**config.mk**
```make
export PLATFORM = sky130hd
export DESIGN_NAME = regfile_8x2r1w_flat
export DESIGN_NICKNAME = d
export VERILOG_FILES = /design/src/rtl/regfile_8x2r1w_if.sv /design/src/rtl/regfile_8x2r1w.sv /design/src/flat_wrapper.sv
export SDC_FILE = /design/constraint.sdc
export NUM_CORES = 1
export LEC_CHECK = 0
export ABC_AREA = 0
export CORE_MARGIN = 2
export CORE_UTILIZATION = 50
export CTS_CLUSTER_DIAMETER = 40
export DETAILED_ROUTE_END_ITERATION = 10
export PLACE_DENSITY = 0.73
export SLEW_MARGIN = 20
export SYNTH_ARGS = -nofsm -noshare
export SYNTH_HDL_FRONTEND = slang
export SYNTH_SLANG_ARGS = --single-unit
```
**constraint.sdc**
```tcl
create_clock -name clk -period 5.1 [get_ports clk]
set_input_delay 1.02 -clock clk [delete_from_list [all_inputs] [get_ports clk]]
set_output_delay 1.02 -clock clk [all_outputs]
set_load 0.01 [all_outputs]
```
**src/rtl/regfile_8x2r1w_if.sv**
```systemverilog
// ============================================================================
// Module      : regfile_8x2r1w_if
// Description : Operand/result bus for the 8x2r1w register file.
//               One write port, two read selectors, the side-B immediate
//               and the registered read outputs.
// Revision    : 1.0 - initial release
// ============================================================================
`default_nettype none

interface regfile_8x2r1w_if #(
   parameter int WORD_SIZE = 8,
   parameter int NUM_REGS  = 8
);
   logic                 wr_en;
   logic [2:0]           wr_sel;
   logic [WORD_SIZE-1:0] wr_data;
   logic                 rd_en;
   logic [2:0]           rd_a_sel;
   logic [3:0]           rd_b_sel;
   logic [WORD_SIZE-1:0] imm8;
   logic [WORD_SIZE-1:0] rd_a_data;
   logic [WORD_SIZE-1:0] rd_b_data;
   logic                 rd_valid;
   logic [NUM_REGS-1:0]  written;

   // Datapath side: drives write/read requests, consumes operands
   modport master (
      output wr_en, wr_sel, wr_data, rd_en, rd_a_sel, rd_b_sel, imm8,
      input  rd_a_data, rd_b_data, rd_valid, written
   );

   // Register file side
   modport slave (
      input  wr_en, wr_sel, wr_data, rd_en, rd_a_sel, rd_b_sel, imm8,
      output rd_a_data, rd_b_data, rd_valid, written
   );
endinterface

`default_nettype wire

```
**src/rtl/regfile_8x2r1w.sv**
```systemverilog
// ============================================================================
// Module      : regfile_8x2r1w
// Description : 8-entry register file, one write port, two registered read
//               ports (side A, side B). Side B code 8 selects the immediate,
//               codes 9-15 return zero.
//               Optional macro REGFILE_BYPASS_EN: same-cycle write data is
//               forwarded to a read of the same register. Undefined, a read
//               returns the pre-write value.
// Revision    : 1.0 - initial release
// ============================================================================
`default_nettype none

module regfile_8x2r1w #(
   parameter int WORD_SIZE = 8,
   parameter int NUM_REGS  = 8
) (
   input  logic                  clk,
   input  logic                  rst,
   regfile_8x2r1w_if.slave       bus
);

   localparam logic [3:0] C_B_SEL_IMM = 4'd8;

   logic [NUM_REGS-1:0][WORD_SIZE-1:0] regs_d,      regs_q;
   logic [NUM_REGS-1:0]                written_d,   written_q;
   logic [WORD_SIZE-1:0]               rd_a_data_d, rd_a_data_q;
   logic [WORD_SIZE-1:0]               rd_b_data_d, rd_b_data_q;
   logic                               rd_valid_d,  rd_valid_q;
   logic [WORD_SIZE-1:0]               a_src;
   logic [WORD_SIZE-1:0]               b_src;

   // Operand source selection, with optional write-through forwarding
   always_comb begin
      a_src = regs_q[bus.rd_a_sel];
      b_src = '0;
      if (!bus.rd_b_sel[3]) begin
         b_src = regs_q[bus.rd_b_sel[2:0]];
      end else if (bus.rd_b_sel == C_B_SEL_IMM) begin
         b_src = bus.imm8;
      end
`ifdef REGFILE_BYPASS_EN
      if (bus.wr_en && (bus.wr_sel == bus.rd_a_sel)) begin
         a_src = bus.wr_data;
      end
      if (bus.wr_en && !bus.rd_b_sel[3] && (bus.wr_sel == bus.rd_b_sel[2:0])) begin
         b_src = bus.wr_data;
      end
`endif
   end

   // Next-state for storage, written bitmap and read outputs
   always_comb begin
      regs_d      = regs_q;
      written_d   = written_q;
      rd_a_data_d = rd_a_data_q;
      rd_b_data_d = rd_b_data_q;
      rd_valid_d  = bus.rd_en;
      if (bus.wr_en) begin
         regs_d[bus.wr_sel]    = bus.wr_data;
         written_d[bus.wr_sel] = 1'b1;
      end
      if (bus.rd_en) begin
         rd_a_data_d = a_src;
         rd_b_data_d = b_src;
      end
   end

   // State registers; reset clears everything and wins over a pending write
   always_ff @(posedge clk or posedge rst) begin
      if (rst) begin
         regs_q      <= '0;
         written_q   <= '0;
         rd_a_data_q <= '0;
         rd_b_data_q <= '0;
         rd_valid_q  <= 1'b0;
      end else begin
         regs_q      <= regs_d;
         written_q   <= written_d;
         rd_a_data_q <= rd_a_data_d;
         rd_b_data_q <= rd_b_data_d;
         rd_valid_q  <= rd_valid_d;
      end
   end

   assign bus.rd_a_data = rd_a_data_q;
   assign bus.rd_b_data = rd_b_data_q;
   assign bus.rd_valid  = rd_valid_q;
   assign bus.written   = written_q;

endmodule

`default_nettype wire

```
**src/flat_wrapper.sv**
```systemverilog
// flat-port wrapper written by rule: the top's interface ports become plain ports
module regfile_8x2r1w_flat 
#(
   parameter int WORD_SIZE = 8,
   parameter int NUM_REGS  = 8
)
  (clk, rst, bus_wr_en, bus_wr_sel, bus_wr_data, bus_rd_en, bus_rd_a_sel, bus_rd_b_sel, bus_imm8, bus_rd_a_data, bus_rd_b_data, bus_rd_valid, bus_written);
  regfile_8x2r1w_if #(.WORD_SIZE(WORD_SIZE), .NUM_REGS(NUM_REGS)) bus_i ();
  input  logic clk;
  input  logic rst;
  input wire logic [$bits(bus_i.wr_en)-1:0] bus_wr_en;
  input wire logic [$bits(bus_i.wr_sel)-1:0] bus_wr_sel;
  input wire logic [$bits(bus_i.wr_data)-1:0] bus_wr_data;
  input wire logic [$bits(bus_i.rd_en)-1:0] bus_rd_en;
  input wire logic [$bits(bus_i.rd_a_sel)-1:0] bus_rd_a_sel;
  input wire logic [$bits(bus_i.rd_b_sel)-1:0] bus_rd_b_sel;
  input wire logic [$bits(bus_i.imm8)-1:0] bus_imm8;
  output wire logic [$bits(bus_i.rd_a_data)-1:0] bus_rd_a_data;
  output wire logic [$bits(bus_i.rd_b_data)-1:0] bus_rd_b_data;
  output wire logic [$bits(bus_i.rd_valid)-1:0] bus_rd_valid;
  output wire logic [$bits(bus_i.written)-1:0] bus_written;
  assign bus_i.wr_en = bus_wr_en;
  assign bus_i.wr_sel = bus_wr_sel;
  assign bus_i.wr_data = bus_wr_data;
  assign bus_i.rd_en = bus_rd_en;
  assign bus_i.rd_a_sel = bus_rd_a_sel;
  assign bus_i.rd_b_sel = bus_rd_b_sel;
  assign bus_i.imm8 = bus_imm8;
  assign bus_rd_a_data = bus_i.rd_a_data;
  assign bus_rd_b_data = bus_i.rd_b_data;
  assign bus_rd_valid = bus_i.rd_valid;
  assign bus_written = bus_i.written;
  regfile_8x2r1w #(.WORD_SIZE(WORD_SIZE), .NUM_REGS(NUM_REGS)) u_core (.clk(clk), .rst(rst), .bus(bus_i));
endmodule
```
# [Word-level counts from Yosys, hierarchy flattened]
# Cells that the tools add are included.
[classes] n_lt_le_gt_ge=4 eq_ne=1 mux=11 bitwise_logic=1 reduce_logical=1
[op_table] operator="$bwmux W64" n=1
[op_table] operator="$bmux W8 S3" n=2
[op_table] operator="$mux W8" n=5
[op_table] operator="$demux W8 S3" n=1
[op_table] operator="$lt A3 B4 Y1 const B" n=3
[op_table] operator="$or A8 B8 Y8" n=1
[op_table] operator="$eq A4 B4 Y1 const B" n=1
[op_table] operator="$demux W1 S3" n=1
[op_table] operator="$ge A3 B1 Y1 const B" n=1
[op_table] operator="$logic_and A1 B1 Y1" n=1
[op_table] operator="$mux W1" n=1
[totals] ff_bits=89 inputBits=30 out_inout_bits=25 elab_cells=30

# [Depth between registers and ports, before layout]
# Gate-level depths: netlist of the first run.
[depth] depth_word=5 mapped_depth=5

# [Least setup slack after synthesis of the first run]
# OpenSTA, ideal clock, no wires.
[synth_timing] path_type="input port to flip-flop" from="input bus_rd_b_sel[2]" to="register u_core.rd_b_data_q[2], in the netlist u_core.bus.rd_b_data[2]" arrival_time_ps=2022 t_required_ps=4973 setup_slack_ps=2951 stages=4 path_buffers=1 path_cell_list="buf_2 -> mux4_2 -> a22oi_1 -> nand3_1"
[synth_between] elab_chain_len=3 elab_cells_between_ends=5
[synth_lines] item="start: declaration" line_no="flat_wrapper.sv:16" source="input wire logic [$bits(bus_i.rd_b_sel)-1:0] bus_rd_b_sel;"
[synth_lines] item="$bmux W8 S3 or $eq A4 B4 Y1 (tied branches)" line_no="regfile_8x2r1w.sv:37, regfile_8x2r1w.sv:38"
[synth_lines] item="$mux W8 (on tied branches)" line_no="regfile_8x2r1w.sv:37, regfile_8x2r1w.sv:38"
[synth_lines] item="$mux W8 (*)" line_no="regfile_8x2r1w.sv:36" source="if (!bus.rd_b_sel[3]) begin"
[synth_lines] item="end signal: assignment" line_no="regfile_8x2r1w.sv:80" source="rd_b_data_q <= rd_b_data_d;"
[synth_lines] item="end: declaration" line_no="regfile_8x2r1w.sv:27" source="logic [WORD_SIZE-1:0] rd_b_data_d, rd_b_data_q;"
# Every way passes the cells marked *; elsewhere a longest branch is shown, timed or not. The select of a mux whose other input is x is not followed.
# A chain may end at the register's enable or synchronous reset.

# [Worst setup path after layout of the first run]
[layout_timing] from="input bus_rd_b_sel[0]" to="register u_core.rd_b_data_q[7], in the netlist u_core.bus.rd_b_data[7]"
# The elaborated chain is that of the path after synthesis.

==> results of run 1 <==
-- power breakdown --
part           switching [mW]  leakage [nW]  total, mW  internal, mW
clock network           0.255         0.102      0.511         0.256
registers               0.101          1.05      0.947         0.847
logic                   0.151         0.961      0.431         0.281
total                   0.506          2.11       1.89          1.38
-- logic make-up after synthesis --
family | synth area share [%]
buffers and inverters | 2.71
AND/OR/NAND/NOR | 8.98
AO/OA/AOI/OAI | 2.28
multiplexers | 35.3
flip-flops | 50.8
-- final cells by class --
cell class / instances / area, um^2 / area share [%]
inverters: 1 / 6.26 / 0.120
repair buffers: 57 / 563 / 10.8
clock inverters: 5 / 62.6 / 1.20
multi-input cells: 175 / 2050 / 39.4
clock buffers: 11 / 151 / 2.91
flip-flops and latches: 89 / 2230 / 42.9
well taps: 108 / 135 / 2.60
-- cell usage in the layout (no fill, tap or decap), types with 2 or more instances in the layout --
| master | netlist | layout |
|---|---|---|
| sky130_fd_sc_hd__mux4_2 | 25 | 25 |
| sky130_fd_sc_hd__nand2b_1 | 12 | 12 |
| sky130_fd_sc_hd__nor2_1 | 8 | 8 |
| sky130_fd_sc_hd__nor3_4 | 1 | 2 |
| sky130_fd_sc_hd__a22oi_1 | 8 | 8 |
| sky130_fd_sc_hd__clkdlybuf4s50_1 | 0 | 54 |
| sky130_fd_sc_hd__nor3b_4 | 2 | 2 |
| sky130_fd_sc_hd__clkbuf_8 | 0 | 11 |
| sky130_fd_sc_hd__dfrtp_1 | 89 | 89 |
| sky130_fd_sc_hd__nand4b_2 | 2 | 2 |
| sky130_fd_sc_hd__buf_4 | 2 | 3 |
| sky130_fd_sc_hd__nand3_1 | 16 | 16 |
| sky130_fd_sc_hd__mux2_2 | 64 | 64 |
| sky130_fd_sc_hd__or2_2 | 4 | 4 |
| sky130_fd_sc_hd__mux2i_1 | 8 | 8 |
| sky130_fd_sc_hd__mux4_1 | 7 | 7 |
| sky130_fd_sc_hd__nor3b_1 | 2 | 2 |
| sky130_fd_sc_hd__clkinvlp_4 | 0 | 2 |
| sky130_fd_sc_hd__a21oi_1 | 8 | 8 |
-- per-stage QoR --
step | cells | hold slack, ns | instance area, um^2
after detailed placement | 430 | 0.455 | 4970
after global routing | 446 | 0.488 | 5190
after global placement | 430 | 0.450 | 4970
after floorplan | 282 | 0.488 | 4390
final | 446 | 0.471 | 5190
after CTS | 446 | 0.478 | 5190
-- sequential cells by signal, indices dropped and copies added (netlist names) --
signal / cells
u_core.bus.rd_b_data: 8
u_core.bus.rd_valid: 1
u_core.bus.rd_a_data: 8
u_core.regs_q: 64
u_core.bus.written: 8
-- critical path, stage by stage --
cell,delay [ns]
sky130_fd_sc_hd__clkdlybuf4s50_1,1.02
sky130_fd_sc_hd__mux4_2,0.59
sky130_fd_sc_hd__a22oi_1,0.29
sky130_fd_sc_hd__nand3_1,0.11
-- metal layers --
| layer | vias to the layer above | global-route usage [%] |
|---|---|---|
| met2 | 80 | 31.0 |
| met1 | 1398 | 31.9 |
| met5 | - | 0 |
| met4 | 0 | 5.56 |
| li1 | 1180 | - |
| met3 | 2 | 6.40 |
-- how the worst min path moves through the flow --
stage	to	cells past startpoint	startpoint	slack [ns]
5_1_grt	u_core.bus.written[2]	1	u_core.bus.written[2]	0.49
6_report	u_core.bus.written[1]	1	u_core.bus.written[1]	0.47
3_3_place_gp	u_core.bus.written[5]	1	u_core.bus.written[5]	0.45
4_1_cts	u_core.bus.written[1]	1	u_core.bus.written[1]	0.48
2_1_floorplan	u_core.regs_q[51]	1	u_core.regs_q[51]	0.49
3_5_place_dp	u_core.bus.written[6]	1	u_core.bus.written[6]	0.45
==> results_dict.tcl, run 1 <==
set metrics [dict create \
    final_hold_viol_count 0 \
    drt_first_pass_iters 4 \
    wl_met2_um 4440 \
    synth_seq_cells 89 \
    run_status "finished clean" \
    htree_levels 3 \
    finalPower_mw 1.89 \
    route.final.wire_length_um 9490 \
    post-route-min-period_ns 2.80 \
    worst_r2r_path_depth 3 \
    die_area_mm2 0.00954 \
    syn-mean-instance-area_um2 15.6 \
    die_w_um 97.7 \
    synth_enable_flop_cells 0 \
    route.antenna.remaining_nets 0 \
    fin_ws_ns 2.30 \
    critical_path_arrival_ns 3.03 \
    place_ws_ns 1.94 \
    drv.max_cap_violation_count 0 \
    leakage_nw 2.11 \
    ios 55 \
    detailed_place_hpwl_um 6080 \
    crit_start "bus_rd_b_sel[0]" \
    drt-wirelength-per-cell_um 21.3 \
    unique_cell_type_count_in_the_yosys_netlist 30 \
    critical_path.endpoint_type "flip-flop" \
    length_of_routed_met3_wiring_um 640 \
    placement.io_buffers 54 \
    max_freq_mhz 357 \
    grt_setup_unrepaired "false" \
    portion_of_the_post_synthesis_area_used_by_sequential_elements_pct 50.8 \
    final.setup.tns_ns 0 \
    synth_largest_type_area_fraction_pct 50.8 \
    synthCells 282 \
    cts_setup_buffers 0 \
    worst_r2r_endpoint "u_core.bus.rd_b_data[7]" \
    timing.setup.critical_path_class "in2reg" \
    numClockSinks 89 \
    synth_area_mm2 0.00439 \
    post_cts_hold_buffer_count 0 \
    cts_made_buffers 9 \
    synth_commonest_cells "89 x sky130_fd_sc_hd__dfrtp_1, 64 x sky130_fd_sc_hd__mux2_2, 25 x sky130_fd_sc_hd__mux4_2" \
    antenna_found_initial 0 \
    maxSlewHeadroom_pct 36.7 \
    placementRows 34 \
    top_signal_layer_used "met4" \
    pin_count_of_the_biggest_net_entering_global_routing 57 \
    grtUsageTotal_pct 21.4 \
    dominantRegCellSynth "sky130_fd_sc_hd__dfrtp_1" \
    power.density_cell_area_mw_per_mm2 364 \
    cts_tree "yes" \
    period_share_pct 54.9 \
    ys_async_sr_fraction_pct 100 \
    wire_length_of_the_first_global_routing_pass_um 15500 \
    worstMarginPinSlew_ns 0.947 \
    remaining_drc_errors 0 \
    die_height_um 97.7 \
    post-synth-top-count-cell "sky130_fd_sc_hd__dfrtp_1" \
    worst-path-max-fanout 13 \
    core_area_mm2 0.00864 \
    critPathLaunchType "input port" \
    globalplace.congestion 0.745 \
    post_cts.resized_instances 0 \
    antenna-diode-count 0 \
    layout.nets 363 \
    max_slew_violation_count 0 \
    clkTransAtPathRegs_ns 0.09 \
    yosys.area.top_type "sky130_fd_sc_hd__dfrtp_1" \
    detail_route.vias_per_cell 5.96 \
    cp_data_required_time_ns 5.32 \
    worst_skew_pair_latency_ns 0.35 \
    initial_core_util_pct 50.8 \
    worstHoldPathType "reg2reg" \
    vias 2660 \
    clock_tree.root_cell "sky130_fd_sc_hd__clkbuf_8" \
    synth_warnings 0 \
    final.fill_count 679 \
    power.ir.vdd_worst_uv 146 \
    number_of_global_route_vias_before_repair 2781 \
    worst-r2r-setup-slack_ns 3.72 \
    dr.first_iter.drc_count 119 \
    area_growth_pct 18.4 \
    fin_worst_skew_ns 0.0109 \
    setup.worst_path.end "u_core.bus.rd_b_data[7]" \
    global_route.overflow_total 0 \
    syn-num-nets 312 \
    cts-root-to-sink-buffers 2 \
    report.final.setup_viol 0 \
    post_synth_main_area_contributors "sky130_fd_sc_hd__dfrtp_1 51%, sky130_fd_sc_hd__mux2_2 16%, sky130_fd_sc_hd__mux4_2 13%, sky130_fd_sc_hd__mux4_1 4.2%, sky130_fd_sc_hd__mux2i_1 1.8%" \
    layout-drive-gt1-share_pct 36.1 \
    postLayoutCoreUtil_pct 60.1 \
    reg2reg_from "u_core.regs_q[63]" \
    met1Wirelength_um 4370 \
]
(Power assumes the default switching activity.)
==> inputs of run 2 (changes only) <==
--- a/config.mk
+++ b/config.mk
@@ -10,7 +10,7 @@
 export CORE_UTILIZATION = 50
 export CTS_CLUSTER_DIAMETER = 40
 export DETAILED_ROUTE_END_ITERATION = 10
-export PLACE_DENSITY = 0.73
+export PLACE_DENSITY = 0.76
 export SLEW_MARGIN = 20
 export SYNTH_ARGS = -nofsm -noshare
 export SYNTH_HDL_FRONTEND = slang
==> constraint.sdc (replaced) <==
create_clock -name clk -period 2.47 [get_ports clk]
set_input_delay 0.494 -clock clk [delete_from_list [all_inputs] [get_ports clk]]
set_output_delay 0.494 -clock clk [all_outputs]
set_load 0.01 [all_outputs]
==> results_dict.tcl, run 2 (synthesized netlist as in run 1, its figures left out) <==
set metrics [dict create \
    timing.critical_path.slowest_cell_delay_ns 0.72 \
    die_w_um 97.7 \
    worst-r2r-setup-slack_ns 1.06 \
    cts_made_buffers 9 \
    die_area_mm2 0.00954 \
    dr.first_iter.drc_count 132 \
    cts_tree "yes" \
    placementRows 34 \
    cts_setup_buffers 0 \
    length_of_routed_met3_wiring_um 518 \
    cp_slowest_cell "sky130_fd_sc_hd__clkdlybuf4s50_1" \
    setup.worst_path.end "u_core.regs_q[49]" \
    period_share_pct 77.7 \
    crit_start "bus_wr_sel[1]" \
    final.fill_count 676 \
    placedInstanceArea_mm2 0.00512 \
    core_area_mm2 0.00864 \
    power.density_cell_area_mw_per_mm2 748 \
    critical_path_arrival_ns 2.18 \
    cts-root-to-sink-buffers 2 \
    clock_tree.root_cell "sky130_fd_sc_hd__clkbuf_8" \
    critPathLaunchType "input port" \
    cp_data_required_time_ns 2.73 \
    drv.max_cap_violation_count 0 \
    drt-wirelength-per-cell_um 20.4 \
    worst_r2r_path_depth 3 \
    max_freq_mhz 521 \
    largest_register_ffs 64 \
    seqCellArea_mm2 0.00223 \
    final_hold_viol_count 0 \
    layout.nets 378 \
    pin_count_of_the_biggest_net_entering_global_routing 59 \
    wl_met2_um 4260 \
    worst_r2r_endpoint "u_core.bus.rd_a_data[3]" \
    fin_worst_skew_ns 0.00877 \
    route.antenna.remaining_nets 0 \
    globalplace.congestion 0.807 \
    wire_length_of_the_first_global_routing_pass_um 15600 \
    detailed_place_hpwl_um 6270 \
    ios 55 \
    worstMarginPinSlew_ns 0.588 \
    global_route.overflow_total 0 \
    post-route-min-period_ns 1.92 \
    grt_setup_unrepaired "false" \
    fin_area_mm2 0.00534 \
    worstHoldPathType "in2async" \
    leakage_nw 2.20 \
    antenna-diode-count 0 \
    post_cts.resized_instances 0 \
    report.final.setup_viol 0 \
    final.setup.tns_ns 0 \
    top_signal_layer_used "met4" \
    layout-drive-gt1-share_pct 38.4 \
    die_height_um 97.7 \
    area_growth_pct 21.8 \
    maxSlewHeadroom_pct 60.7 \
    multi_input_comb_area_mm2 0.00204 \
    antenna_found_initial 0 \
    run_status "finished clean" \
    worst_skew_pair_latency_ns 0.37 \
    detail_route.vias_per_cell 5.95 \
    worst-path-max-fanout 9 \
    largest-register "u_core.regs_q" \
    route.final.wire_length_um 9400 \
    htree_levels 3 \
    initial_core_util_pct 50.8 \
    commonest_non_fill_non_tap_cell_in_the_layout "sky130_fd_sc_hd__dfrtp_1" \
    drt_first_pass_iters 4 \
    numClockSinks 89 \
    vias 2737 \
    timing.setup.critical_path_class "in2reg" \
    clkTransAtPathRegs_ns 0.09 \
    crit_chain "clkdlybuf4s50_1, nand4b_2, mux2_2" \
    post_cts_hold_buffer_count 0 \
    met1Wirelength_um 4460 \
    layout.cells.most_common_list "89 x sky130_fd_sc_hd__dfrtp_1, 64 x sky130_fd_sc_hd__mux2_2, 54 x sky130_fd_sc_hd__clkdlybuf4s50_1" \
    power.ir.vdd_worst_uv 300 \
    number_of_global_route_vias_before_repair 2840 \
    placement.io_buffers 54 \
    grtUsageTotal_pct 21.5 \
    remaining_drc_errors 0 \
    max_slew_violation_count 0 \
    critical_path.endpoint_type "flip-flop" \
    reg2reg_from "u_core.regs_q[59]" \
]
[run 2: cell count changes in the layout (fill, tap and decap cells not counted)]
cell                        delta
sky130_fd_sc_hd__buf_4        +12
sky130_fd_sc_hd__buf_12        +3
sky130_fd_sc_hd__bufinv_16     +1
sky130_fd_sc_hd__clkbuf_1      +1
sky130_fd_sc_hd__clkbuf_8      -1
sky130_fd_sc_hd__clkinv_4      -1
sky130_fd_sc_hd__inv_4         -1
sky130_fd_sc_hd__nor3_2        +1
sky130_fd_sc_hd__nor3_4        -1
[run 2: area by class of cell]
class / instances / share of cell area (%)
repair buffers: 72 / 13.3
flip-flops and latches: 89 / 41.7
multi-input cells: 175 / 38.2
clock buffers: 11 / 2.65
well taps: 108 / 2.53
inverters: 1 / 0.141
clock inverters: 4 / 1.43
[run 2: how the worst min path moves through the flow]
| stage | slack, ns | from | endpoint |
|---|---|---|---|
| CTS | 0.47 | rst | u_core.regs_q[38] |
| finish | 0.47 | rst | u_core.regs_q[38] |
| detailed placement | 0.45 | u_core.bus.written[7] | u_core.bus.written[7] |
| floorplan | 0.49 | u_core.regs_q[51] | u_core.regs_q[51] |
| global route | 0.50 | u_core.bus.written[3] | u_core.bus.written[3] |
| global placement | 0.45 | u_core.bus.written[3] | u_core.bus.written[3] |
[run 2: worst max-delay path, delay by kind of cell]
family | cells | cell delay (ns)
buffers and inverters | 1 | 0.72
multiplexers | 1 | 0.44
AND/OR/NAND/NOR | 1 | 0.52
[run 2: power breakdown]
part	switching, mW	internal [mW]
Clock	0.515	0.596
Sequential	0.209	1.75
Combinational	0.331	0.598
[run 2: stage by stage]
step	total power, mW	utilization, %	hold WS, ns	setup slack (ns)	cells
floorplan	2.54	-	0.488	0.847	282
global placement	2.87	59.3	0.448	0.225	445
detailed placement	2.91	59.3	0.451	0.147	445
CTS	4.02	61.9	0.474	0.551	460
global route	4.20	61.9	0.495	0.483	460
finish	4.00	61.9	0.471	0.550	460
[run 2: layer usage]
layer  vias to the layer above  track usage (%)
li1                       1216                -
met1                      1426             32.1
met2                        79             30.7
met3                        16             5.18
met4                         0             8.44
met5                         -                0
